$ cat src/rtl/edge_pkg.sv
// Shared types and constants for the Sobel front-end window sequencer.
package edge_pkg;

  // Controller sequencing states.
  typedef enum logic [1:0] {
    IDLE  = 2'd0,
    RUN   = 2'd1,
    FLUSH = 2'd2
  } state_t;

  localparam int COORD_W = 11;
  localparam int PIX_W   = 8;

  // True when a window centre sits on any edge of a cols x rows frame.
  function automatic logic on_border(
    input logic [COORD_W-1:0] x,
    input logic [COORD_W-1:0] y,
    input int                 cols,
    input int                 rows
  );
    return (x == 11'd0) || (x == COORD_W'(cols - 1)) ||
           (y == 11'd0) || (y == COORD_W'(rows - 1));
  endfunction

endpackage

$ cat src/rtl/linebuf_window_ctrl_if.sv
// Pixel-stream handshake plus line-buffer control and window-status bundle.
interface linebuf_window_ctrl_if;
  import edge_pkg::*;

  logic               pix_valid;
  logic               frame_start;
  logic               pix_ready;
  logic               shift_en;
  logic               flush_active;
  logic               win_valid;
  logic [COORD_W-1:0] win_x;
  logic [COORD_W-1:0] win_y;
  logic               border;
  logic               frame_done;
  logic               sync_err;

  // Upstream source / downstream observer side.
  modport master (
    output pix_valid, frame_start,
    input  pix_ready, shift_en, flush_active, win_valid, win_x, win_y,
           border, frame_done, sync_err
  );

  // Controller side.
  modport slave (
    input  pix_valid, frame_start,
    output pix_ready, shift_en, flush_active, win_valid, win_x, win_y,
           border, frame_done, sync_err
  );

endinterface

$ cat src/rtl/win_coord_counter.sv
// Tracks the window centre behind the line buffer: a LAG-shift warm-up
// pre-count, then x/y raster counters that wrap at the row end.
module win_coord_counter
  import edge_pkg::*;
#(
  parameter int COLS = 640,
  parameter int ROWS = 480,
  parameter int LAG  = COLS + 1
) (
  input  logic               clock,
  input  logic               reset_n,
  input  logic               shift,
  input  logic               start,
  output logic               win_valid,
  output logic [COORD_W-1:0] win_x,
  output logic [COORD_W-1:0] win_y,
  output logic               border
);

  localparam int                 PRE_W  = $clog2(LAG + 1);
  localparam logic [PRE_W-1:0]   LAG_C  = PRE_W'(LAG);
  localparam logic [COORD_W-1:0] X_LAST = COORD_W'(COLS - 1);
  localparam logic [COORD_W-1:0] Y_LAST = COORD_W'(ROWS - 1);

  logic [PRE_W-1:0]   pre_cnt_r, pre_cnt_nxt_s;
  logic               active_r, active_nxt_s;
  logic [COORD_W-1:0] x_r, x_nxt_s;
  logic [COORD_W-1:0] y_r, y_nxt_s;
  logic               emit_s;
  logic               win_valid_r;
  logic [COORD_W-1:0] win_x_r, win_y_r;
  logic               border_r;

  // Next-state of the warm-up counter and the centre raster position.
  always_comb begin
    pre_cnt_nxt_s = pre_cnt_r;
    active_nxt_s  = active_r;
    x_nxt_s       = x_r;
    y_nxt_s       = y_r;
    emit_s        = 1'b0;
    if (shift && start) begin
      // The starting shift is shift number 1 of the new frame.
      pre_cnt_nxt_s = PRE_W'(1);
      active_nxt_s  = 1'b0;
      x_nxt_s       = 11'd0;
      y_nxt_s       = 11'd0;
    end else if (shift && active_r) begin
      emit_s = 1'b1;
      if (x_r == X_LAST) begin
        x_nxt_s = 11'd0;
        if (y_r == Y_LAST) begin
          // Last centre of the frame; stay quiet until the next start.
          y_nxt_s      = 11'd0;
          active_nxt_s = 1'b0;
        end else begin
          y_nxt_s = y_r + 11'd1;
        end
      end else begin
        x_nxt_s = x_r + 11'd1;
      end
    end else if (shift && (pre_cnt_r < LAG_C)) begin
      pre_cnt_nxt_s = pre_cnt_r + PRE_W'(1);
      // After LAG shifts the next shift places pixel 0 at the centre.
      if (pre_cnt_r == (LAG_C - PRE_W'(1))) begin
        active_nxt_s = 1'b1;
      end else begin
        active_nxt_s = active_r;
      end
    end else begin
      pre_cnt_nxt_s = pre_cnt_r;
      active_nxt_s  = active_r;
    end
  end

  // Counter state registers.
  always_ff @(posedge clock or negedge reset_n) begin
    if (!reset_n) begin
      pre_cnt_r <= '0;
      active_r  <= 1'b0;
      x_r       <= 11'd0;
      y_r       <= 11'd0;
    end else begin
      pre_cnt_r <= pre_cnt_nxt_s;
      active_r  <= active_nxt_s;
      x_r       <= x_nxt_s;
      y_r       <= y_nxt_s;
    end
  end

  // Registered window strobe; coordinates and border hold between windows.
  always_ff @(posedge clock or negedge reset_n) begin
    if (!reset_n) begin
      win_valid_r <= 1'b0;
      win_x_r     <= 11'd0;
      win_y_r     <= 11'd0;
      border_r    <= 1'b0;
    end else begin
      win_valid_r <= emit_s;
      if (emit_s) begin
        win_x_r  <= x_r;
        win_y_r  <= y_r;
        border_r <= on_border(x_r, y_r, COLS, ROWS);
      end
    end
  end

  assign win_valid = win_valid_r;
  assign win_x     = win_x_r;
  assign win_y     = win_y_r;
  assign border    = border_r;

endmodule

$ cat src/rtl/linebuf_window_ctrl.sv
// Line-buffer sequencer for the 3x3 Sobel window: gates buffer shifts from
// the pixel stream, zero-fills LAG shifts after the last pixel, and reports
// window validity, centre coordinates and frame events.
module linebuf_window_ctrl
  import edge_pkg::*;
#(
  parameter int COLS = 640,
  parameter int ROWS = 480,
  parameter int LAG  = COLS + 1
) (
  input  logic                  clock,
  input  logic                  reset_n,
  linebuf_window_ctrl_if.slave  bus
);

  localparam int               CNT_W       = $clog2(COLS * ROWS + LAG + 1);
  localparam logic [CNT_W-1:0] FRAME_PIX_C = CNT_W'(COLS * ROWS);
  localparam logic [CNT_W-1:0] LAG_CNT_C   = CNT_W'(LAG);

  state_t             state_r, state_nxt_s;
  logic [CNT_W-1:0]   in_cnt_r, in_cnt_nxt_s;
  logic [CNT_W-1:0]   flush_cnt_r, flush_cnt_nxt_s;
  logic               ready_s;
  logic               accept_s;
  logic               start_s;
  logic               shift_s;
  logic               flush_s;
  logic               sync_err_nxt_s;
  logic               frame_done_nxt_s;
  logic               sync_err_r;
  logic               frame_done_r;
  logic               win_valid_s;
  logic [COORD_W-1:0] win_x_s;
  logic [COORD_W-1:0] win_y_s;
  logic               border_s;

  // State register.
  always_ff @(posedge clock or negedge reset_n) begin
    if (!reset_n) begin
      state_r <= IDLE;
    end else begin
      state_r <= state_nxt_s;
    end
  end

  // Next state, counter updates and the combinational buffer controls.
  always_comb begin
    state_nxt_s      = state_r;
    in_cnt_nxt_s     = in_cnt_r;
    flush_cnt_nxt_s  = flush_cnt_r;
    ready_s          = (state_r != FLUSH);
    accept_s         = bus.pix_valid && ready_s &&
                       ((state_r == RUN) || bus.frame_start);
    start_s          = accept_s && bus.frame_start;
    shift_s          = 1'b0;
    flush_s          = 1'b0;
    sync_err_nxt_s   = 1'b0;
    frame_done_nxt_s = 1'b0;
    case (state_r)
      IDLE: begin
        if (accept_s) begin
          shift_s         = 1'b1;
          in_cnt_nxt_s    = CNT_W'(1);
          flush_cnt_nxt_s = '0;
          state_nxt_s     = RUN;
        end else if (bus.pix_valid) begin
          // Pixel arriving without a frame start cannot be placed.
          sync_err_nxt_s = 1'b1;
        end else begin
          state_nxt_s = IDLE;
        end
      end
      RUN: begin
        if (accept_s && bus.frame_start) begin
          // Early restart: this pixel becomes pixel 0 of a new frame.
          shift_s        = 1'b1;
          in_cnt_nxt_s   = CNT_W'(1);
          sync_err_nxt_s = 1'b1;
        end else if (accept_s) begin
          shift_s      = 1'b1;
          in_cnt_nxt_s = in_cnt_r + CNT_W'(1);
          if ((in_cnt_r + CNT_W'(1)) == FRAME_PIX_C) begin
            flush_cnt_nxt_s = '0;
            state_nxt_s     = FLUSH;
          end else begin
            state_nxt_s = RUN;
          end
        end else begin
          state_nxt_s = RUN;
        end
      end
      FLUSH: begin
        shift_s = 1'b1;
        flush_s = 1'b1;
        if (flush_cnt_r == (LAG_CNT_C - CNT_W'(1))) begin
          frame_done_nxt_s = 1'b1;
          flush_cnt_nxt_s  = '0;
          in_cnt_nxt_s     = '0;
          state_nxt_s      = IDLE;
        end else begin
          flush_cnt_nxt_s = flush_cnt_r + CNT_W'(1);
        end
      end
      default: begin
        in_cnt_nxt_s    = '0;
        flush_cnt_nxt_s = '0;
        state_nxt_s     = IDLE;
      end
    endcase
  end

  // Pixel and flush counters plus the registered event pulses.
  always_ff @(posedge clock or negedge reset_n) begin
    if (!reset_n) begin
      in_cnt_r     <= '0;
      flush_cnt_r  <= '0;
      sync_err_r   <= 1'b0;
      frame_done_r <= 1'b0;
    end else begin
      in_cnt_r     <= in_cnt_nxt_s;
      flush_cnt_r  <= flush_cnt_nxt_s;
      sync_err_r   <= sync_err_nxt_s;
      frame_done_r <= frame_done_nxt_s;
    end
  end

  win_coord_counter #(
    .COLS (COLS),
    .ROWS (ROWS),
    .LAG  (LAG)
  ) u_coord (
    .clock     (clock),
    .reset_n   (reset_n),
    .shift     (shift_s),
    .start     (start_s),
    .win_valid (win_valid_s),
    .win_x     (win_x_s),
    .win_y     (win_y_s),
    .border    (border_s)
  );

  assign bus.pix_ready    = ready_s;
  assign bus.shift_en     = shift_s;
  assign bus.flush_active = flush_s;
  assign bus.win_valid    = win_valid_s;
  assign bus.win_x        = win_x_s;
  assign bus.win_y        = win_y_s;
  assign bus.border       = border_s;
  assign bus.frame_done   = frame_done_r;
  assign bus.sync_err     = sync_err_r;

endmodule

$ cat src/flat_wrapper.sv
// flat-port wrapper written by rule: the top's interface ports become plain ports
module linebuf_window_ctrl_flat import edge_pkg::*;
#(
  parameter int COLS = 640,
  parameter int ROWS = 480,
  parameter int LAG  = COLS + 1
)
  (clock, reset_n, bus_pix_valid, bus_frame_start, bus_pix_ready, bus_shift_en, bus_flush_active, bus_win_valid, bus_win_x, bus_win_y, bus_border, bus_frame_done, bus_sync_err);
  linebuf_window_ctrl_if bus_i ();
  input  logic clock;
  input  logic reset_n;
  input wire logic [$bits(bus_i.pix_valid)-1:0] bus_pix_valid;
  input wire logic [$bits(bus_i.frame_start)-1:0] bus_frame_start;
  output wire logic [$bits(bus_i.pix_ready)-1:0] bus_pix_ready;
  output wire logic [$bits(bus_i.shift_en)-1:0] bus_shift_en;
  output wire logic [$bits(bus_i.flush_active)-1:0] bus_flush_active;
  output wire logic [$bits(bus_i.win_valid)-1:0] bus_win_valid;
  output wire logic [$bits(bus_i.win_x)-1:0] bus_win_x;
  output wire logic [$bits(bus_i.win_y)-1:0] bus_win_y;
  output wire logic [$bits(bus_i.border)-1:0] bus_border;
  output wire logic [$bits(bus_i.frame_done)-1:0] bus_frame_done;
  output wire logic [$bits(bus_i.sync_err)-1:0] bus_sync_err;
  assign bus_i.pix_valid = bus_pix_valid;
  assign bus_i.frame_start = bus_frame_start;
  assign bus_pix_ready = bus_i.pix_ready;
  assign bus_shift_en = bus_i.shift_en;
  assign bus_flush_active = bus_i.flush_active;
  assign bus_win_valid = bus_i.win_valid;
  assign bus_win_x = bus_i.win_x;
  assign bus_win_y = bus_i.win_y;
  assign bus_border = bus_i.border;
  assign bus_frame_done = bus_i.frame_done;
  assign bus_sync_err = bus_i.sync_err;
  linebuf_window_ctrl #(.COLS(COLS), .ROWS(ROWS), .LAG(LAG)) u_core (.clock(clock), .reset_n(reset_n), .bus(bus_i));
endmodule
$ cat config.mk
export PLATFORM = sky130hd
export DESIGN_NAME = linebuf_window_ctrl_flat
export DESIGN_NICKNAME = d
export VERILOG_FILES = /design/src/rtl/edge_pkg.sv /design/src/rtl/linebuf_window_ctrl_if.sv /design/src/rtl/win_coord_counter.sv /design/src/rtl/linebuf_window_ctrl.sv /design/src/flat_wrapper.sv
export SDC_FILE = /design/constraint.sdc
export NUM_CORES = 1
export LEC_CHECK = 0
export BUFFER_PORTS_ARGS = -buffer_cell sky130_fd_sc_hd__buf_2
export CORE_ASPECT_RATIO = 0.9
export CORE_MARGIN = 2
export CORE_UTILIZATION = 66
export CTS_CLUSTER_DIAMETER = 150
export DETAILED_ROUTE_END_ITERATION = 10
export PLACE_DENSITY = 0.91
export SLEW_MARGIN = 10
export SYNTH_ARGS = -nofsm -noshare
export SYNTH_HDL_FRONTEND = slang
export SYNTH_SLANG_ARGS = --single-unit
$ cat constraint.sdc
create_clock -name clock -period 4.9 [get_ports clock]
set_input_delay 0.98 -clock clock [delete_from_list [all_inputs] [get_ports clock]]
set_output_delay 0.98 -clock clock [all_outputs]
set_load 0.01 [all_outputs]
* Yosys cells after proc, flatten, opt, wreduce, memory -nomap -nowiden
Cells that the tools add are included.
** Storage, ports and cells
- Register bits after elaboration :: 99
** Cells by class
- Add/sub/neg operators :: 5
- Order comparisons :: 1
- Equality and inequality tests :: 18
- Muxes and demuxes :: 46
- Reduce and logical (&&, ||, !) cells :: 24
** Operators by type and width (count)
- $mux W19 :: 9
- $pmux W19 S3 :: 2
- $mux W11 :: 7
- $add A19 B1 Y19 const B :: 2
- $mux W10 :: 3
- $add A11 B1 Y11 const B :: 2
- $logic_not A11 Y1 :: 2
- $eq A19 B10 Y1 const B :: 1
- $eq A19 B19 Y1 const B :: 1
- $mux W1 :: 16
- $mux W2 :: 6
- $ne A3 B2 Y1 const B :: 4
- $eq A11 B10 Y1 const B :: 1
- $eq A11 B9 Y1 const B :: 1
- $add A10 B1 Y10 const B :: 1
- $eq A10 B10 Y1 const B :: 1
- $lt A10 B10 Y1 const B :: 1
- $ne A2 B2 Y1 const B :: 4
- $reduce_and A4 Y1 :: 2
- $logic_and A1 B1 Y1 :: 6
- $ne A2 B1 Y1 const B :: 3
- $pmux W2 S3 :: 1
- $reduce_and A3 Y1 :: 2
- $reduce_bool A2 Y1 :: 3
- 8 further kinds :: 13

* Logic depth before layout (Yosys ltp)
Gate-level depths: netlist of the first run.
- Depth in word-level cells :: 10
- Mapped depth :: 8

* Cells and area by module
Synthesis of the first run repeated with hierarchy kept, for this count alone.
** Unflattened totals
- Cells, all modules :: 645
- Area total of the unflattened synthesis :: 5622.9 µm²
** By module, submodules not included
- win_coord_counter :: times used 1, cells an instance 325, area an instance 2880.3 µm², seq. area each 1426.4 µm²
- linebuf_window_ctrl :: times used 1, cells an instance 320, area an instance 2742.6 µm², seq. area each 1051.0 µm²

* Worst setup path after synthesis of the first run
No wires, ideal clock.
- Path kind :: in2reg
- From :: input bus_frame_start
- To :: register u_core.u_coord.pre_cnt_r[5]
- Library setup time :: 0.078 ns
- Arrival :: 2.742 ns
- Data required time :: 4.822 ns
- Slack :: 2.080 ns
- Stages :: 7
- Path through :: clkbuf_1 -> o21a_1 -> o21a_1 -> clkbuf_1 -> nand3b_1 -> or4_1 -> a21oi_1
** On the way
- Cells in the longest elaborated chain, start to end :: 8
- Elaborated cells on any way between the ends :: 13
** RTL lines
- from (decl) :: RTL line flat_wrapper.sv:13 : input wire logic [$bits(bus_i.frame_start)-1:0] bus_frame_start;
- $logic_or A1 B1 Y1 :: RTL line linebuf_window_ctrl.sv:53 : ((state_r == RUN) || bus.frame_start);
- $logic_and A1 B1 Y1 :: RTL line linebuf_window_ctrl.sv:52 : accept_s = bus.pix_valid && ready_s &&
- $mux W1 / $logic_and A1 B1 Y1 (equally long branches) :: RTL line linebuf_window_ctrl.sv:61, linebuf_window_ctrl.sv:79, linebuf_window_ctrl.sv:74
- $mux W1 :: RTL line linebuf_window_ctrl.sv:74 : if (accept_s && bus.frame_start) begin
- $pmux W1 S3 * :: RTL line linebuf_window_ctrl.sv:59 : case (state_r)
- net bus_shift_en :: RTL line flat_wrapper.sv:15 : output wire logic [$bits(bus_i.shift_en)-1:0] bus_shift_en;
- $logic_and A1 B1 Y1, on equally long branches :: RTL line win_coord_counter.sv:41, win_coord_counter.sv:47, win_coord_counter.sv:61
- $ne A2 B2 Y1 (no line) / $reduce_bool A2 Y1 (equally long branches)
- $reduce_and A2 Y1 (no line)
- to (signal assigned) :: RTL line win_coord_counter.sv:83 : pre_cnt_r <= pre_cnt_nxt_s;
- to (decl) :: RTL line win_coord_counter.sv:25 : logic [PRE_W-1:0] pre_cnt_r, pre_cnt_nxt_s;
Mark *: on every way through the listed nets, which the timed path passes. The rest lies on a longest branch.
A chain may end at the register's enable or synchronous reset.

* Final worst setup path of the first run
- From :: input bus_pix_valid
- To :: output bus_shift_en
** On the way
- Cells in the longest elaborated chain, start to end :: 5
- Elaborated cells on any way between the ends :: 6
** RTL lines
- from (decl) :: RTL line flat_wrapper.sv:12 : input wire logic [$bits(bus_i.pix_valid)-1:0] bus_pix_valid;
- $logic_and A1 B1 Y1 * (2 in a row) :: RTL line linebuf_window_ctrl.sv:52
- $mux W1 / $logic_and A1 B1 Y1 (equally long branches) :: RTL line linebuf_window_ctrl.sv:61, linebuf_window_ctrl.sv:79, linebuf_window_ctrl.sv:74
- $mux W1 :: RTL line linebuf_window_ctrl.sv:74
- $pmux W1 S3 * :: RTL line linebuf_window_ctrl.sv:59
- to (decl) :: RTL line flat_wrapper.sv:15
Every way passes the cells marked *; elsewhere a longest branch is shown, timed or not.

==> out/qor.yml, run 1 <==
antenna_found_initial: 0
die_x_um: 99.9
synthArstFlopShare: 1.00
crit_buf_inv: 2
start_kind: "primary input"
wl_per_cell_um: 16.0
grt_pass1_vias: 4420
fmax_ghz: 0.349
h-tree-depth: 3
synth.distinct_cells: 64
drt_iter0_drc: 266
status: "finished, final reports clean"
clk_path_buf_depth: 2
num_rows: 31
cts_setup_buffers: 0
fin_crit_ps: 2870
drc: 0
n_fill_cell: 566
grt_overflow: 0
worst_pin_slew_ps: 875
cts_resized: 0
pin_count: 33
peakVddDrop_mv: 0.149
die-area_mm2: 0.00902
clk_pin_slew_ps: 100
finalHoldViolations: 0
cp.required_ps: 3920
cp_slowest_stage_delay_ps: 320
tns_ps: 0
die_y_um: 90.3
slowest_stage: "o21a_1"
routed_wl_mm: 11.7
drive_gt1_frac: 0.134
vias: 4566
track_usage: 0.278
critPathCaptureType: "output pin"
rsz0062_at_grt: "no"
synth_warnings: 0
setup_viol: 0
synth_nets: 616
dp_hpwl_mm: 8.03
cp_top_family: "compound AO/OA/AOI/OAI gates"
ff_latch_area_mm2: 0.00248
area_growth_pct: 7.22
finalWorstSetupSlack_ps: 2030
dr.pass1.iters: 5
clock_latency_ps: 360
synth-edff-count: 0
period_share: 0.585
syn-cell-area_mm2: 0.00546
cts-root-buf: "clkbuf_8"
cts_sinks: 99
drv_cap: 0
dp_slack_ps: 1950
cts_buffers: 9
syn_inst: 601
nNetsFinal: 639
viasPerCell: 6.27
num_antenna_cells: 0
p_leak_nw: 2.65
grt_pass1_wl_mm: 20.6
crit_fanout: 9
timing.final.max_slew_violations: 0
avgSynthCellArea_um2: 9.09
skew_ps: 8.97
port_buffers: 32
path_cells: "buf_2 > o21a_1 > o21a_1 > buf_2"
multiInputGateArea_mm2: 0.00270
ctsHoldBuffers: 0
start_util: 0.680
antenna_left: 0
power.density_mw_per_mm2: 276
coreArea_mm2: 0.00803
grt_max_degree: 71
crit_arrival_ps: 1890
ys_seq_area_frac: 0.454
yosys_register_bits: 99
relSlewSlack: 0.417
place_congestion: 0.854
path_class: "primary input to output pin"
cts_tree: "done"
synth_top_flop_cell: "dfrtp_1"
hp-class: "register to register"
per-layer routing:
layer	vias up	track usage	share of wire
li1	2171	-	-
met1	2199	0.397	0.43
met2	178	0.446	0.49
met3	18	0.0449	0.067
met4	0	0.0753	0.014
met5	-	0	0
flip-flops by register name, summed over array words and instances, names as in the netlist, 2 cells and up:
signal and count:
u_core.state_r 2, u_core.u_coord.pre_cnt_r 10, u_core.flush_cnt_r 19, u_core.u_coord.win_x 11
u_core.u_coord.win_y 11, u_core.in_cnt_r 19, u_core.u_coord.x_r 11, u_core.u_coord.y_r 11
synthesized netlist by cell type (all sizes together), types with 2 or more instances:
cell	count	area, um^2
a211oi	2	15.0
a21oi	11	58.8
a31oi	6	37.5
a32o	2	21.3
and2	7	43.8
and3	11	70.1
and4	4	36.3
buf	9	76.3
clkbuf	17	83.8
dfrtp	99	2480
ha	11	138
inv	37	139
mux2i	2	23.8
nand2	88	330
nand2b	7	43.8
nand3	35	175
nand3b	5	37.5
nand4	17	121
nor2	43	161
nor2b	4	25.0
nor3	18	90.1
nor4	7	80.1
nor4b	4	35.0
o2111ai	2	23.8
o21a	2	15.0
o21ai	63	319
o22ai	16	156
o31ai	14	105
o41ai	5	62.6
or3	4	26.3
or4	4	31.3
xnor2	21	184
xor2	12	105
path summary, 6_finish.rpt:
| check | start | to | slack (ps) | cells after the start |
|---|---|---|---|---|
| setup reg to reg | u_core.u_coord.x_r[0]$_DFFE_PN0N_ | u_core.u_coord.y_r[6]$_DFFE_PN0P_ | 2080 | 6 |
| hold reg to reg | u_core.u_coord.win_x[8]$_DFFE_PN0P_ | u_core.u_coord.win_x[8]$_DFFE_PN0P_ | 490 | 2 |
| max in group asynchronous | reset_n | u_core.in_cnt_r[15]$_DFFE_PN0P_ | 3250 | 2 |
| setup / recovery | bus_pix_valid | bus_shift_en | 2030 | 4 |
| min in group asynchronous | reset_n | u_core.in_cnt_r[7]$_DFFE_PN0P_ | 720 | 1 |
| hold / removal | u_core.u_coord.win_x[8]$_DFFE_PN0P_ | u_core.u_coord.win_x[8]$_DFFE_PN0P_ | 490 | 2 |
worst reg2reg max path, stage by stage, from the launching register on:
cell and delay, ps:
dfrtp_1 430, ha_1 210, and3_1 260, nand4_1 270, nor4bb_1 800, o21ai_1 390
o41ai_1 360
power by group:
group / total, mW / leakage, nW / switching, mW / internal (mW)
registers: 0.897 / 1.36 / 0.0484 / 0.849
clock network: 0.544 / 0.102 / 0.299 / 0.245
logic: 0.175 / 1.19 / 0.111 / 0.0640
metrics by stage:
stage	hold WS, ps	area (um^2)	utilization	std cells	total power, mW
after CTS	489	5850	0.729	728	1.62
after floorplan	460	5460	-	601	1.02
after global placement	457	5640	0.703	712	1.07
after global routing	500	5850	0.729	728	1.69
final	485	5850	0.729	728	1.62
after detailed placement	457	5640	0.703	712	1.08
area by class of cell:
class                   count  share of cell area
clock buffers               9              0.0212
clock inverters             7              0.0143
inverters                  37              0.0237
multi-input cells         439               0.461
flip-flops and latches     99               0.423
well taps                  99              0.0212
repair buffers             38              0.0355
cells by family after synthesis:
logic type	Yosys count	share of synthesized area
AOI/OAI and AO/OA	131	0.163
xor gates and xnor gates	33	0.0529
adders and majority gates	11	0.0252
buffers and inverters	63	0.0548
DFF	99	0.454
muxes	2	0.00435
and+or+nand+nor	262	0.246
cells in the final DEF (no fill, tap or decap), drive strengths merged, types with 12 or more instances in the layout:
| cell type | n |
|---|---|
| nand4 | 17 |
| nor3 | 18 |
| xor2 | 12 |
| o21ai | 63 |
| o31ai | 14 |
| xnor2 | 21 |
| inv | 40 |
| buf | 38 |
| o22ai | 16 |
| dfrtp | 99 |
| nand3 | 35 |
| nor2 | 43 |
| nand2 | 88 |
Note: power is estimated with default switching activity, not from simulation.
==> run 2, diff against run 1 <==
--- a/config.mk
+++ b/config.mk
@@ -8,10 +8,10 @@
 export BUFFER_PORTS_ARGS = -buffer_cell sky130_fd_sc_hd__buf_2
 export CORE_ASPECT_RATIO = 0.9
 export CORE_MARGIN = 2
-export CORE_UTILIZATION = 66
+export CORE_UTILIZATION = 55
 export CTS_CLUSTER_DIAMETER = 150
 export DETAILED_ROUTE_END_ITERATION = 10
-export PLACE_DENSITY = 0.91
+export PLACE_DENSITY = 0.81
 export SLEW_MARGIN = 10
 export SYNTH_ARGS = -nofsm -noshare
 export SYNTH_HDL_FRONTEND = slang
==> constraint.sdc (replaced) <==
create_clock -name clock -period 2.5 [get_ports clock]
set_input_delay 0.5 -clock clock [delete_from_list [all_inputs] [get_ports clock]]
set_output_delay 0.5 -clock clock [all_outputs]
set_load 0.01 [all_outputs]
==> out/qor.yml, run 2 (same netlist as run 1, synthesis figures left out) <==
port_buffers: 32  # unchanged
track_usage: 0.245  # -0.0335
num_rows: 34  # +9.7%
die_y_um: 98.5  # +9.1%
num_antenna_cells: 0  # unchanged
power.density_mw_per_mm2: 526  # +91%
place_area_mm2: 0.00586  # +3.9%
drc: 0  # unchanged
h-tree-depth: 3  # unchanged
grt_pass1_vias: 4550  # +2.9%
multiInputGateArea_mm2: 0.00273  # +1.3%
clock_latency_ps: 380  # +20 ps
period_share: 0.973
skew_ps: 13.2  # +4.20 ps
tns_ps: 0  # unchanged
timing.final.max_slew_violations: 0  # unchanged
cts_sinks: 99  # unchanged
relSlewSlack: 0.597  # +0.180
mostFrequentLayoutCells: "dfrtp_1, nand2_1, o21ai_0"
area_growth_pct: 13.0
crit_fanout: 9  # unchanged
fin_crit_ps: 2430
dr.pass1.iters: 5  # unchanged
cts_tree: "done"
drive_gt1_frac: 0.182  # +0.0484
setup_viol: 0  # unchanged
start_kind: "register"
vias: 4611  # +0.99%
cts_buffers: 9  # unchanged
rrSetupSlack_ps: 70  # -2010 ps
final_common_cell: "dfrtp_1"
grt_overflow: 0  # unchanged
antenna_found_initial: 0  # unchanged
antenna_left: 0  # unchanged
ctsHoldBuffers: 0  # unchanged
critPathCaptureType: "register"
clk_pin_slew_ps: 100  # about the same
drv_cap: 0  # unchanged
grt_max_degree: 45  # -37%
pin_count: 33  # unchanged
start_util: 0.565  # -0.115
routed_wl_mm: 12.4  # +6.6%
die_x_um: 109  # +9.2%
ff_latch_area_mm2: 0.00248  # +0.25%
rsz0062_at_grt: "no"
p_leak_nw: 2.79  # +5.3%
die-area_mm2: 0.0107  # +19%
cp.required_ps: 2750  # -1170 ps
nNetsFinal: 664  # +3.9%
cts-root-buf: "clkbuf_8"
dp_hpwl_mm: 8.66  # +7.8%
hp-class: "primary input to async pin"
hold_ws_ps: 125  # -361 ps
clk_path_buf_depth: 2  # unchanged
fmax_ghz: 0.411
peakVddDrop_mv: 0.469  # +220%
crit_arrival_ps: 2690  # +800 ps
finalHoldViolations: 0  # unchanged
reg_top3: "u_core.flush_cnt_r x19, u_core.in_cnt_r x19"
place_congestion: 0.893  # +4.5%
coreArea_mm2: 0.00966  # +20%
path_class: "register to register"
n_fill_cell: 756  # +34%
final_cell_area_mm2: 0.00617  # +5.4%
drt_iter0_drc: 390  # +47%
viasPerCell: 5.91  # -5.7%
wl_per_cell_um: 15.9  # -0.51%
status: "finished, final reports clean"
worst_pin_slew_ps: 601  # -274 ps
grt_pass1_wl_mm: 21.3  # +3.2%
reg2reg_depth: 9  # +3
## run 2: changes by cell type in the layout (fill, tap and decap cells not counted), moves of 2 or more
| cell | delta |
|---|---|
| clkinv_4 | -2 |
| dfrtp_2 | +5 |
| dfrtp_1 | -5 |
| buf_4 | +22 |
| buf_12 | +2 |
## run 2: layer usage
layer | GRT usage | part of all wire | up-vias
li1 | - | - | 2233
met1 | 0.340 | 0.46 | 2236
met2 | 0.395 | 0.49 | 117
met3 | 0.0410 | 0.040 | 25
met4 | 0.0710 | 0.017 | 0
met5 | 0 | 0 | -
## run 2: critical path, stage by stage, from the launching register on
cell	delay [ps]
dfrtp_2	450
buf_4	160
and3_1	190
or4_2	530
o21ai_0	120
o2111ai_2	210
o41ai_4	230
buf_4	190
clkbuf_16	160
o22ai_2	70
## run 2: area by class of cell
| class | count | area share |
|---|---|---|
| Inverter | 37 | 0.0225 |
| Sequential cell | 99 | 0.403 |
| Clock buffer | 9 | 0.0201 |
| Tap cell | 126 | 0.0256 |
| Timing Repair Buffer | 63 | 0.0710 |
| Clock inverter | 7 | 0.0154 |
| Multi-Input combinational cell | 439 | 0.443 |
## run 2: final timing paths
path,startpoint,to
setup / recovery,u_core.in_cnt_r[0]$_DFFE_PN0P_,u_core.flush_cnt_r[16]$_DFFE_PN0P_
hold / removal,reset_n,u_core.in_cnt_r[16]$_DFFE_PN0P_
setup reg to reg,u_core.in_cnt_r[0]$_DFFE_PN0P_,u_core.flush_cnt_r[16]$_DFFE_PN0P_
hold reg to reg,u_core.u_coord.win_x[6]$_DFFE_PN0P_,u_core.u_coord.win_x[6]$_DFFE_PN0P_
max in group asynchronous,reset_n,u_core.u_coord.x_r[8]$_DFFE_PN0N_
min in group clock,bus_pix_valid,u_core.state_r[0]$_DFFE_PN0P_
## run 2: power by group
part,leakage [nW],switching (mW),internal (mW)
combinational,1.33,0.223,0.144
sequential,1.35,0.0912,1.66
clock,0.111,0.626,0.496
total,2.79,0.941,2.30
## run 2: repair_timing
item / 4_1_cts / 5_1_grt
resized for setup: 1 / 8
gates cloned: 0 / 1
setup endpoints to repair: 7 / 20
pin swaps: 0 / 3
setup buffers: 0 / 4
## run 2: stage by stage
stage	setup WS [ps]	util	instances	total power, mW
4_1_cts	9.14	0.630	775	3.25
6_report	67.0	0.639	780	3.25
2_1_floorplan	14.6	-	601	2.00
3_5_place_dp	-0.745	0.607	759	2.14
3_3_place_gp	91.6	0.607	759	2.11
5_1_grt	0.716	0.639	780	3.39
==> run 3, diff against run 2 <==
--- a/config.mk
+++ b/config.mk
@@ -15,4 +15,5 @@
 export SLEW_MARGIN = 10
 export SYNTH_ARGS = -nofsm -noshare
 export SYNTH_HDL_FRONTEND = slang
+export SYNTH_HIERARCHICAL = 1
 export SYNTH_SLANG_ARGS = --single-unit
==> out/qor.yml, run 3 <==
status: "finished, final reports clean"
start_util: 0.556  # -0.00959
dr.pass1.iters: 5  # unchanged
clk_pin_slew_ps: 70  # -30 ps
relSlewSlack: 0.539  # -0.0575
grt_pass1_vias: 4716  # +3.6%
path_cells: "ha_4 > nand2_4 > or4_4 > o311ai_2 > or4b_4 > or4_4 > o2bb2ai_1"
cp-startpoint: "u_core/in_cnt_r[1]$_DFFE_PN0P_"
drc: 0  # unchanged
peakVddDrop_mv: 0.528  # +12%
pin_count: 33  # unchanged
dp_slack_ps: 10.4  # +11.1 ps
area_growth_pct: 13.9
coreArea_mm2: 0.0101  # +4.8%
synth_top_flop_cell: "dfrtp_1"
num_antenna_cells: 0  # unchanged
finalCoreUtilization: 0.633  # -0.00600
n_fill_cell: 787  # +4.1%
slowest_stage: "or4_4"
crit_arrival_ps: 2660  # -30 ps
synth.most_common_cell: "nand2_1"
final_common_cell: "nand2_1"
synthArstFlopShare: 1.00  # unchanged
routed_wl_mm: 13.1  # +5.5%
worst_pin_slew_ps: 682  # +80.7 ps
grt_overflow: 0  # unchanged
synth_top_cell_area_share: 0.441  # -0.0131
tns_ps: 0  # unchanged
final_cells: 814  # +4.4%
die_y_um: 99.9  # +1.4%
drv_cap: 0  # unchanged
synth_warnings: 6  # +6
synth.distinct_cells: 59  # -7.8%
hp-class: "primary input to async pin"
port_buffers: 32  # unchanged
vias: 5050  # +9.5%
syn-cell-area_mm2: 0.00562  # +3.0%
nNetsFinal: 695  # +4.7%
switching_power_mw: 1.14  # +21%
hold_ws_ps: 102  # -22.5 ps
cp.required_ps: 2730  # -20 ps
grtUsageMet3: 0.0525  # +0.0115
cp_slowest_stage_delay_ps: 520  # about the same
timing.final.max_slew_violations: 0  # unchanged
power_frac_comb: 0.175  # +0.062
yosys_register_bits: 99  # unchanged
grt_busiest_layer: "met2"
path_common_cell: "or4_4"
dp_hpwl_mm: 9.08  # +4.8%
intPower_mw: 2.74  # +19%
power_frac_seq: 0.477  # -0.064
cts_tree: "done"
avgSynthCellArea_um2: 8.72  # -4.0%
cts_sinks: 99  # unchanged
place_congestion: 0.883  # -1.1%
antenna_found_initial: 0  # unchanged
fin_crit_ps: 2430  # -3.72 ps
antenna_left: 0  # unchanged
die-area_mm2: 0.0110  # +2.9%
grt_max_degree: 65  # +44%
yosys.area.top_type: "dfrtp_1"
period_share: 0.972  # -0.00149
finalWorstSetupSlack_ps: 70.7  # +3.72 ps
power.total_mw: 3.88  # +20%
reg_top3: "u_core/flush_cnt_r x19, u_core/in_cnt_r x19"
synth-edff-count: 0  # unchanged
rsz0062_at_grt: "no"
timing.rr.start: "u_core/in_cnt_r[1]$_DFFE_PN0P_"
cts-root-buf: "clkbuf_16"
finalHoldViolations: 0  # unchanged
p_leak_nw: 2.77  # -0.74%
wl_per_cell_um: 16.1  # +1.1%
clock_latency_ps: 350  # -30 ps
crit_fanout: 6  # -3
track_usage: 0.242  # -0.00267
die_x_um: 111  # +1.4%
h-tree-depth: 3  # unchanged
clkPwrFrac: 0.348  # +0.002
final_cell_area_mm2: 0.00640  # +3.8%
ys_seq_area_frac: 0.441  # -0.0131
grt_pass1_wl_mm: 22.4  # +5.1%
place_area_mm2: 0.00607  # +3.6%
critPathCaptureType: "register"
skew_ps: 5.38  # -7.79 ps
p_sw_frac: 0.294  # +0.00430
num_rows: 35  # +2.9%
syn_inst: 645  # +7.3%
fmax_ghz: 0.412  # +0.15%
drt_iter0_drc: 363  # -6.9%
cp_top_family: "simple AND/OR/NAND/NOR gates"
synth_area_leaders: "dfrtp_1, nand2_1, o21ai_0"
drive_gt1_frac: 0.162  # -0.0199
synth_nets: 660  # +7.1%
place_inst: 797  # +5.0%
start_kind: "register"
grt_util_met2: 0.409  # +0.0136
cts_buffers: 9  # unchanged
clk_path_buf_depth: 2  # unchanged
crit_buf_inv: 0  # -3
path_class: "register to register"
yosys-top-cells-count: "nand2_1, dfrtp_1, o21ai_0"
use_met1: 0.317  # -0.0237
power.density_mw_per_mm2: 606  # +15%
setup_viol: 0  # unchanged
mostFrequentLayoutCells: "nand2_1, dfrtp_1, o21ai_0"
viasPerCell: 6.20  # +4.9%
[run 3: layout make-up]
class	count	area, um^2	share of cell area
Tap cell	129	161	0.0252
Multi-Input combinational cell	479	2920	0.456
Clock buffer	10	239	0.0373
Clock inverter	6	52.6	0.00821
Timing Repair Buffer	68	458	0.0715
Inverter	23	86.3	0.0135
Sequential cell	99	2480	0.388
[run 3: worst paths after layout]
| kind | end | slack [ps] | cells past startpoint |
|---|---|---|---|
| max | u_core/state_r[0]$_DFFE_PN0P_ | 70 | 7 |
| min | u_core/u_coord/win_y[2]$_DFFE_PN0P_ | 100 | 1 |
| max reg2reg | u_core/state_r[0]$_DFFE_PN0P_ | 70 | 7 |
| min reg2reg | u_core/u_coord/win_x[3]$_DFFE_PN0P_ | 470 | 2 |
| max in group asynchronous | u_core/in_cnt_r[0]$_DFFE_PN0P_ | 1670 | 2 |
| min in group clock | u_core/u_coord/win_x[3]$_DFFE_PN0P_ | 470 | 2 |
[run 3: timing repair]
item | in CTS | in global routing
buffers inserted | 0 | 1
resized for setup | 0 | 9
setup endpoints to repair | 0 | 37
hold buffers | 0 | 0
[run 3: per-layer routing]
metal | up-vias | wire (um)
met1 | 2459 | 5860
met5 | - | 0
li1 | 2409 | -
met2 | 166 | 6450
met3 | 16 | 691
met4 | 0 | 125
[run 3: cells by family (layout without fill, tap and decap cells)]
family                     Yosys count  in the layout  share of synthesized area
AOI/OAI and AO/OA                  159            159                      0.174
buffers and inverters               67            107                     0.0494
and+or+nand+nor                    287            287                      0.276
adders and majority gates           11             11                     0.0245
xor gates and xnor gates            18             18                     0.0280
muxes                                4              4                    0.00734
DFF                                 99             99                      0.441
[run 3: power groups by stage]
| stage | clock, mW | sequential [mW] | combinational [mW] |
|---|---|---|---|
| 4_1_cts | 1.39 | 1.85 | 0.663 |
| 6_report | 1.35 | 1.85 | 0.680 |
| 3_5_place_dp | 0 | 1.88 | 0.659 |
| 2_1_floorplan | 0 | 1.87 | 0.405 |
| 3_3_place_gp | 0 | 1.87 | 0.622 |
| 5_1_grt | 1.44 | 1.87 | 0.760 |
